==> src/rtl/snake_pkg.sv <==
// Shared definitions for the snake grid engine: direction codes, FSM states and helpers.
package snake_pkg;

    localparam logic [1:0] DIR_RIGHT = 2'b00;
    localparam logic [1:0] DIR_LEFT  = 2'b01;
    localparam logic [1:0] DIR_UP    = 2'b10;
    localparam logic [1:0] DIR_DOWN  = 2'b11;

    typedef enum logic [2:0] {
        StInitClr,
        StInitWr,
        StIdle,
        StCalc,
        StCheck,
        StCommitTail,
        StCommitHead,
        StDead
    } snake_state_e;

    // Right/left and up/down differ only in bit 0.
    function automatic logic [1:0] opposite_dir(input logic [1:0] d);
        return {d[1], ~d[0]};
    endfunction

endpackage

==> src/rtl/snake_occ_ram.sv <==
// Single-bit occupancy bitmap: port A for the engine FSM, port B for pixel lookups.
module snake_occ_ram #(
    parameter int unsigned Depth = 1200,
    parameter int unsigned AddrW = 11
) (
    input  logic             px_clk,
    input  logic             a_we_i,
    input  logic [AddrW-1:0] a_addr_i,
    input  logic             a_wdata_i,
    output logic             a_rdata_o,
    input  logic [AddrW-1:0] b_addr_i,
    output logic             b_rdata_o
);

    logic mem_q [Depth];

    always_ff @(posedge px_clk) begin
        if (a_we_i) begin
            mem_q[a_addr_i] <= a_wdata_i;
        end
        a_rdata_o <= mem_q[a_addr_i];
    end

    always_ff @(posedge px_clk) begin
        b_rdata_o <= mem_q[b_addr_i];
    end

endmodule

==> src/rtl/snake_grid_engine.sv <==
// Snake body engine: ring buffer of cells plus occupancy bitmap, stepped once per tick.
// Define SNAKE_WRAP_EN to make the grid edges wrap instead of killing the snake.
module snake_grid_engine
    import snake_pkg::*;
#(
    parameter int unsigned GRID_W    = 40,
    parameter int unsigned GRID_H    = 30,
    parameter int unsigned CELL_LOG2 = 4,
    parameter int unsigned MAX_LEN   = 64,
    parameter int unsigned INIT_LEN  = 4,
    parameter int unsigned INIT_X    = 20,
    parameter int unsigned INIT_Y    = 15
) (
    input  logic                         px_clk,
    input  logic                         rstn,
    input  logic                         tick_i,
    input  logic                         dir_valid_i,
    input  logic [1:0]                   dir_i,
    input  logic                         grow_i,
    input  logic [9:0]                   x_px_i,
    input  logic [9:0]                   y_px_i,
    output logic                         pix_on_o,
    output logic                         head_pix_o,
    output logic                         ready_o,
    output logic                         alive_o,
    output logic [$clog2(MAX_LEN+1)-1:0] len_o,
    output logic                         collision_o
);

    localparam int unsigned CW    = $clog2(GRID_W);
    localparam int unsigned RW    = $clog2(GRID_H);
    localparam int unsigned CELLS = GRID_W * GRID_H;
    localparam int unsigned AW    = $clog2(CELLS);
    localparam int unsigned PW    = $clog2(MAX_LEN);
    localparam int unsigned LW    = $clog2(MAX_LEN + 1);

`ifdef SNAKE_WRAP_EN
    localparam bit WrapEn = 1'b1;
`else
    localparam bit WrapEn = 1'b0;
`endif

    typedef struct packed {
        logic [RW-1:0] row;
        logic [CW-1:0] col;
    } cell_t;

    function automatic logic [AW-1:0] cell_idx(input cell_t c);
        return AW'(32'(c.row) * GRID_W + 32'(c.col));
    endfunction

    function automatic logic [PW-1:0] ptr_inc(input logic [PW-1:0] p);
        return (p == PW'(MAX_LEN - 1)) ? '0 : p + PW'(1);
    endfunction

    snake_state_e  state_q;
    logic [AW-1:0] cnt_q;
    logic [1:0]    cur_dir_q, pend_dir_q;
    logic          pend_dir_vld_q, tick_pend_q, grow_q, step_grow_q;
    cell_t         nh_q;
    logic [PW-1:0] head_ptr_q, tail_ptr_q;
    logic [LW-1:0] len_q;
    logic          ready_q, alive_q, collision_q;
    cell_t         ring_q [MAX_LEN];

    cell_t         head, tail, nh, init_cell;
    logic [1:0]    eff_dir, dir_ref;
    logic          at_edge, nh_out, grow_now, kill, active;
    logic [AW-1:0] a_addr, b_addr;
    logic          a_we, a_wdata, a_rdata, b_rdata;

    assign head      = ring_q[head_ptr_q];
    assign tail      = ring_q[tail_ptr_q];
    assign eff_dir   = pend_dir_vld_q ? pend_dir_q : cur_dir_q;
    assign dir_ref   = (state_q == StCalc) ? eff_dir : cur_dir_q;
    assign init_cell = '{row: RW'(INIT_Y), col: CW'(INIT_X - INIT_LEN + 1 + 32'(cnt_q))};
    assign active    = (state_q != StInitClr) && (state_q != StInitWr) && (state_q != StDead);
    assign grow_now  = (grow_q | grow_i) & (len_q != LW'(MAX_LEN));
    // Entering the tail cell is legal only when the tail is about to vacate it.
    assign kill      = a_rdata & ~((nh_q == tail) & ~grow_now);
    assign nh_out    = at_edge & ~WrapEn;

    always_comb begin
        nh      = head;
        at_edge = 1'b0;
        case (eff_dir)
            DIR_RIGHT: begin
                at_edge = (head.col == CW'(GRID_W - 1));
                nh.col  = at_edge ? '0 : head.col + CW'(1);
            end
            DIR_LEFT: begin
                at_edge = (head.col == '0);
                nh.col  = at_edge ? CW'(GRID_W - 1) : head.col - CW'(1);
            end
            DIR_UP: begin
                at_edge = (head.row == '0);
                nh.row  = at_edge ? RW'(GRID_H - 1) : head.row - RW'(1);
            end
            default: begin
                at_edge = (head.row == RW'(GRID_H - 1));
                nh.row  = at_edge ? '0 : head.row + RW'(1);
            end
        endcase
    end

    always_comb begin
        a_addr  = cell_idx(nh_q);
        a_we    = 1'b0;
        a_wdata = 1'b0;
        case (state_q)
            StInitClr: begin
                a_addr = cnt_q;
                a_we   = 1'b1;
            end
            StInitWr: begin
                a_addr  = cell_idx(init_cell);
                a_we    = 1'b1;
                a_wdata = 1'b1;
            end
            StCalc: a_addr = cell_idx(nh);
            StCommitTail: begin
                a_addr = cell_idx(tail);
                a_we   = ~step_grow_q;
            end
            StCommitHead: begin
                a_we    = 1'b1;
                a_wdata = 1'b1;
            end
            default: ;
        endcase
    end

    always_ff @(posedge px_clk) begin
        if (!rstn) begin
            state_q        <= StInitClr;
            cnt_q          <= '0;
            cur_dir_q      <= DIR_RIGHT;
            pend_dir_q     <= DIR_RIGHT;
            pend_dir_vld_q <= 1'b0;
            tick_pend_q    <= 1'b0;
            grow_q         <= 1'b0;
            step_grow_q    <= 1'b0;
            nh_q           <= '0;
            head_ptr_q     <= '0;
            tail_ptr_q     <= '0;
            len_q          <= '0;
            ready_q        <= 1'b0;
            alive_q        <= 1'b0;
            collision_q    <= 1'b0;
        end else begin
            collision_q <= 1'b0;
            if (active) begin
                if (grow_i) grow_q <= 1'b1;
                if (tick_i && state_q != StIdle) tick_pend_q <= 1'b1;
                if (dir_valid_i && dir_i != opposite_dir(dir_ref)) begin
                    pend_dir_q     <= dir_i;
                    pend_dir_vld_q <= 1'b1;
                end else if (state_q == StCalc) begin
                    pend_dir_vld_q <= 1'b0;
                end
            end
            case (state_q)
                StInitClr: begin
                    cnt_q <= cnt_q + AW'(1);
                    if (cnt_q == AW'(CELLS - 1)) begin
                        cnt_q   <= '0;
                        state_q <= StInitWr;
                    end
                end
                StInitWr: begin
                    cnt_q <= cnt_q + AW'(1);
                    if (cnt_q == AW'(INIT_LEN - 1)) begin
                        state_q    <= StIdle;
                        ready_q    <= 1'b1;
                        alive_q    <= 1'b1;
                        len_q      <= LW'(INIT_LEN);
                        head_ptr_q <= PW'(INIT_LEN - 1);
                        tail_ptr_q <= '0;
                    end
                end
                StIdle: begin
                    if (tick_i || tick_pend_q) begin
                        tick_pend_q <= 1'b0;
                        state_q     <= StCalc;
                    end
                end
                StCalc: begin
                    cur_dir_q <= eff_dir;
                    nh_q      <= nh;
                    if (nh_out) begin
                        state_q     <= StDead;
                        alive_q     <= 1'b0;
                        collision_q <= 1'b1;
                    end else begin
                        state_q <= StCheck;
                    end
                end
                StCheck: begin
                    step_grow_q <= grow_now;
                    if (kill) begin
                        state_q     <= StDead;
                        alive_q     <= 1'b0;
                        collision_q <= 1'b1;
                    end else begin
                        state_q <= StCommitTail;
                    end
                end
                StCommitTail: begin
                    // Any pending grow is consumed here, even when len is saturated.
                    grow_q  <= grow_i;
                    state_q <= StCommitHead;
                    if (!step_grow_q) tail_ptr_q <= ptr_inc(tail_ptr_q);
                end
                StCommitHead: begin
                    head_ptr_q <= ptr_inc(head_ptr_q);
                    if (step_grow_q) len_q <= len_q + LW'(1);
                    state_q <= StIdle;
                end
                default: ;
            endcase
        end
    end

    always_ff @(posedge px_clk) begin
        if (state_q == StInitWr) begin
            ring_q[PW'(cnt_q)] <= init_cell;
        end else if (state_q == StCommitHead) begin
            ring_q[ptr_inc(head_ptr_q)] <= nh_q;
        end
    end

    logic [9:0] q_col, q_row;
    logic       q_in, pix_ok_q, head_pix_q;

    assign q_col  = x_px_i >> CELL_LOG2;
    assign q_row  = y_px_i >> CELL_LOG2;
    assign q_in   = (32'(q_col) < GRID_W) && (32'(q_row) < GRID_H);
    assign b_addr = q_in ? AW'(32'(q_row) * GRID_W + 32'(q_col)) : '0;

    always_ff @(posedge px_clk) begin
        if (!rstn) begin
            pix_ok_q   <= 1'b0;
            head_pix_q <= 1'b0;
        end else begin
            pix_ok_q   <= q_in & ready_q;
            head_pix_q <= q_in & ready_q & (q_col == 10'(head.col)) & (q_row == 10'(head.row));
        end
    end

    snake_occ_ram #(
        .Depth (CELLS),
        .AddrW (AW)
    ) u_occ_ram (
        .px_clk    (px_clk),
        .a_we_i    (a_we),
        .a_addr_i  (a_addr),
        .a_wdata_i (a_wdata),
        .a_rdata_o (a_rdata),
        .b_addr_i  (b_addr),
        .b_rdata_o (b_rdata)
    );

    assign pix_on_o    = pix_ok_q & b_rdata;
    assign head_pix_o  = head_pix_q;
    assign ready_o     = ready_q;
    assign alive_o     = alive_q;
    assign len_o       = len_q;
    assign collision_o = collision_q;

endmodule

==> config.mk <==
export PLATFORM = sky130hd
export DESIGN_NAME = snake_grid_engine
export DESIGN_NICKNAME = d
export VERILOG_FILES = /design/src/rtl/snake_pkg.sv /design/src/rtl/snake_occ_ram.sv /design/src/rtl/snake_grid_engine.sv
export SDC_FILE = /design/constraint.sdc
export NUM_CORES = 2
export LEC_CHECK = 0
export CORE_ASPECT_RATIO = 0.7
export CORE_MARGIN = 3
export CORE_UTILIZATION = 38
export CTS_BUF_LIST = sky130_fd_sc_hd__clkbuf_8
export DETAILED_ROUTE_END_ITERATION = 10
export REMOVE_ABC_BUFFERS = 1
export SLEW_MARGIN = 20
export SYNTH_ARGS = -nofsm -noshare
export SYNTH_HDL_FRONTEND = slang
export SYNTH_SLANG_ARGS = --single-unit
export TNS_END_PERCENT = 50
==> constraint.sdc <==
create_clock -name px_clk -period 20.1 [get_ports px_clk]
set_clock_uncertainty 0.2 [all_clocks]
set_input_delay 4.02 -clock px_clk [delete_from_list [all_inputs] [get_ports px_clk]]
set_output_delay 4.02 -clock px_clk [all_outputs]
set_load 0.02 [all_outputs]
==> results.ini <==
[status]
outcome=complete, no violations

[setup_path]
path_buf_inv=6
r2r-end=u_occ_ram.a_rdata_o$_DFF_P_
crit_top_cell=o21ai_0
cp-start-kind=flip-flop
reg2reg_slack_ns=8.50
slowest_stage=dfxtp_4
cp.arrival_ns=12.25
crit_required_ns=20.75
critPathKind=reg2reg
slowest_delay_ns=0.89
path_delay_family=compound AO/OA/AOI/OAI gates
crit_path_max_fanout=99
endpoint_kind=flip-flop
rr_worst_depth=27

[yosys]
synth_area_leaders=edfxtp_1 (56%), mux4_2 (13%), nor2_1 (5.6%)
synthAdderAreaFrac=0.00782
synth_area_per_cell_um2=12.9
syn_area_um2=102000
synth_xor_area_frac=0.00558
syn_inst=7929
synth-seq-area-share=0.574
synth-simple-area-share=0.108
yosysTopAreaCellShare=0.560
synth_top_family_by_area=multiplexers
yosys_warnings=0
ys_async_sr_fraction=0
synth_mux_area_frac=0.193
synth.largest_area_cell=edfxtp_1
synth_compound_area_frac=0.0791
synth_flop_cell=edfxtp_1
yosys_register_bits=1975
yosysUniqueCellTypes=89
synth_edf_count=1904

[cells_and_area]
stdcell_area_um2=112000
nNetsFinal=7819
area_growth_pct=9.73
fin_util=0.421
mostFrequentLayoutCells=edfxtp_1 (1,904), nor2_1 (1,449), mux4_2 (601)
final_common_cell=edfxtp_1
drive_gt1_frac=0.189

[place]
place_congestion=0.908
dpl_cell_area_um2=106000
place.port_buffers=30
post-dp-hpwl_mm=208
pre_cts_ws_ns=8.67

[global_routing]
antenna_found_initial=24
grt_usage=0.260
grt_pass1_vias=70600
grt_max_degree=251
grt_pass1_wl_mm=516
overflow=0

[sta]
grt_setup_unrepaired=no
tightest_slew_ns=1.31
setup_viol=0
timing_hold_violations_final=0
setup_ws_ns=8.50
clock.fmax_mhz=86.2
fin_crit_sh=0.577
whs_ns=0.320
slew_violations=0
slew_headroom=0.127
period_needed_ns=11.60

[floorplan]
start_util=0.384
rows=158
die-area_um2=275000
io_pins=39
die-height_um=440
die_w_um=625
core_um2=266000

[routing]
viasPerCell=6.47
initialDrtViolationCount=12900
wl_per_cell_um=31.9
ant_nets=0
first_pass_iters=9
drc=0
num_vias=74600
routed_wl_mm=367

[worst_hold_path]
worstHoldEndpoint=tail_ptr_q[5]$_SDFFE_PN0P_
min_from=tail_ptr_q[5]$_SDFFE_PN0P_
worstHoldPathType=reg2reg
min_path_cells=2

[clock_tree]
cts_tree=done
clk_latency_ns=1.00
cts_setup_buffers=0
clockBufferDepth=4
cts_buffers=330
cts_hold_buffers=0
post_cts_resized=0
clk_pin_slew_ns=0.06
clock-sinks=1975
cts_root_buffer=clkbuf_8
htreeDepth=5

[power_and_ir_drop]
vdd.ir_drop.worst_uv=48.3
p_total_mw=8.51
power_density_nw_per_um2=76.0
leakagePower_nw=35.6

[flow_run]
drv.max_cap_violation_count=0

-- stage by stage --
stage | cells | TNS (ns)
5_1_grt | 11500 | 0
4_1_cts | 11500 | 0
3_5_place_dp | 10900 | 0
3_3_place_gp | 10900 | 0
6_report | 11500 | 0
2_1_floorplan | 7200 | -8308.28
-- flip-flops by register name, indices dropped and copies added (netlist names), 2 cells and up, named ones only --
signal	count
len_o	7
tail_ptr_q	6
pend_dir_q	2
nh_q	11
ring_q	704
cur_dir_q	2
cnt_q	11
head_ptr_q	6
state_q	3
u_occ_ram.mem_q	1200
-- where the power goes --
| group | total, mW | switching (mW) | internal [mW] |
|---|---|---|---|
| clock network | 3.42 | 1.72 | 1.71 |
| logic | 0.628 | 0.436 | 0.192 |
| registers | 4.46 | 0.00255 | 4.46 |
| total | 8.51 | 2.15 | 6.36 |
-- Yosys cell counts, types with 82 or more instances --
master    count
o22ai_1     235
edfxtp_1   1904
mux2i_1     465
a21oi_1     218
clkbuf_1    419
a211oi_1    186
o21ai_0     176
mux4_2      601
nand2_1     586
buf_1       175
nor2_1     1511
o211ai_1    109
nand3_1     256
or3_1        86
buf_2        82
mux2_2      125
-- tightest hold or removal path, stage by stage, from the launching register on --
cell	delay [ns]
dfxtp_1	0.34
a31oi_1	0.04
nor2_1	0.10
-- layout make-up --
class                      count  area [um2]
fill                       24300      154000
sequential                  1975       58600
multi-input combinational   5187       41000
clock buffer                 341        4690
tap                         3520        4400
timing repair buffer         201        1800
clock inverter               244        1320
inverter                      38         148
antenna                        9        22.5
-- how the worst max path moves through the flow --
stage,from,endpoint,slack [ns],depth (start not counted)
after global placement,flip-flop,u_occ_ram.a_rdata_o$_DFF_P_,8.89,27
after detailed placement,flip-flop,u_occ_ram.a_rdata_o$_DFF_P_,8.67,27
after global routing,flip-flop,u_occ_ram.a_rdata_o$_DFF_P_,7.98,27
after CTS,flip-flop,u_occ_ram.a_rdata_o$_DFF_P_,8.65,27
after floorplan,flip-flop,u_occ_ram.mem_q[200]$_DFFE_PP_,-7.11,12
final,flip-flop,u_occ_ram.a_rdata_o$_DFF_P_,8.50,27
-- logic make-up after synthesis --
kind of cell             Yosys count
AND/OR/NAND/NOR                 2645
flip-flops                      1975
AO/OA/AOI/OAI                   1221
multiplexers                    1197
buffers and inverters            767
XOR/XNOR                          65
adder cells (fa/ha/maj)           59
-- metal layers --
layer	part of all wire	up-vias	global-route usage	routed length [um]
met5	0.00017	-	0	62
met4	0.042	10	0.0990	15200
met3	0.15	877	0.0851	55300
met2	0.41	5612	0.362	151000
met1	0.40	37900	0.374	145000
li1	-	30100	-	-
No activity file was read; power rests on OpenSTA's default activity.
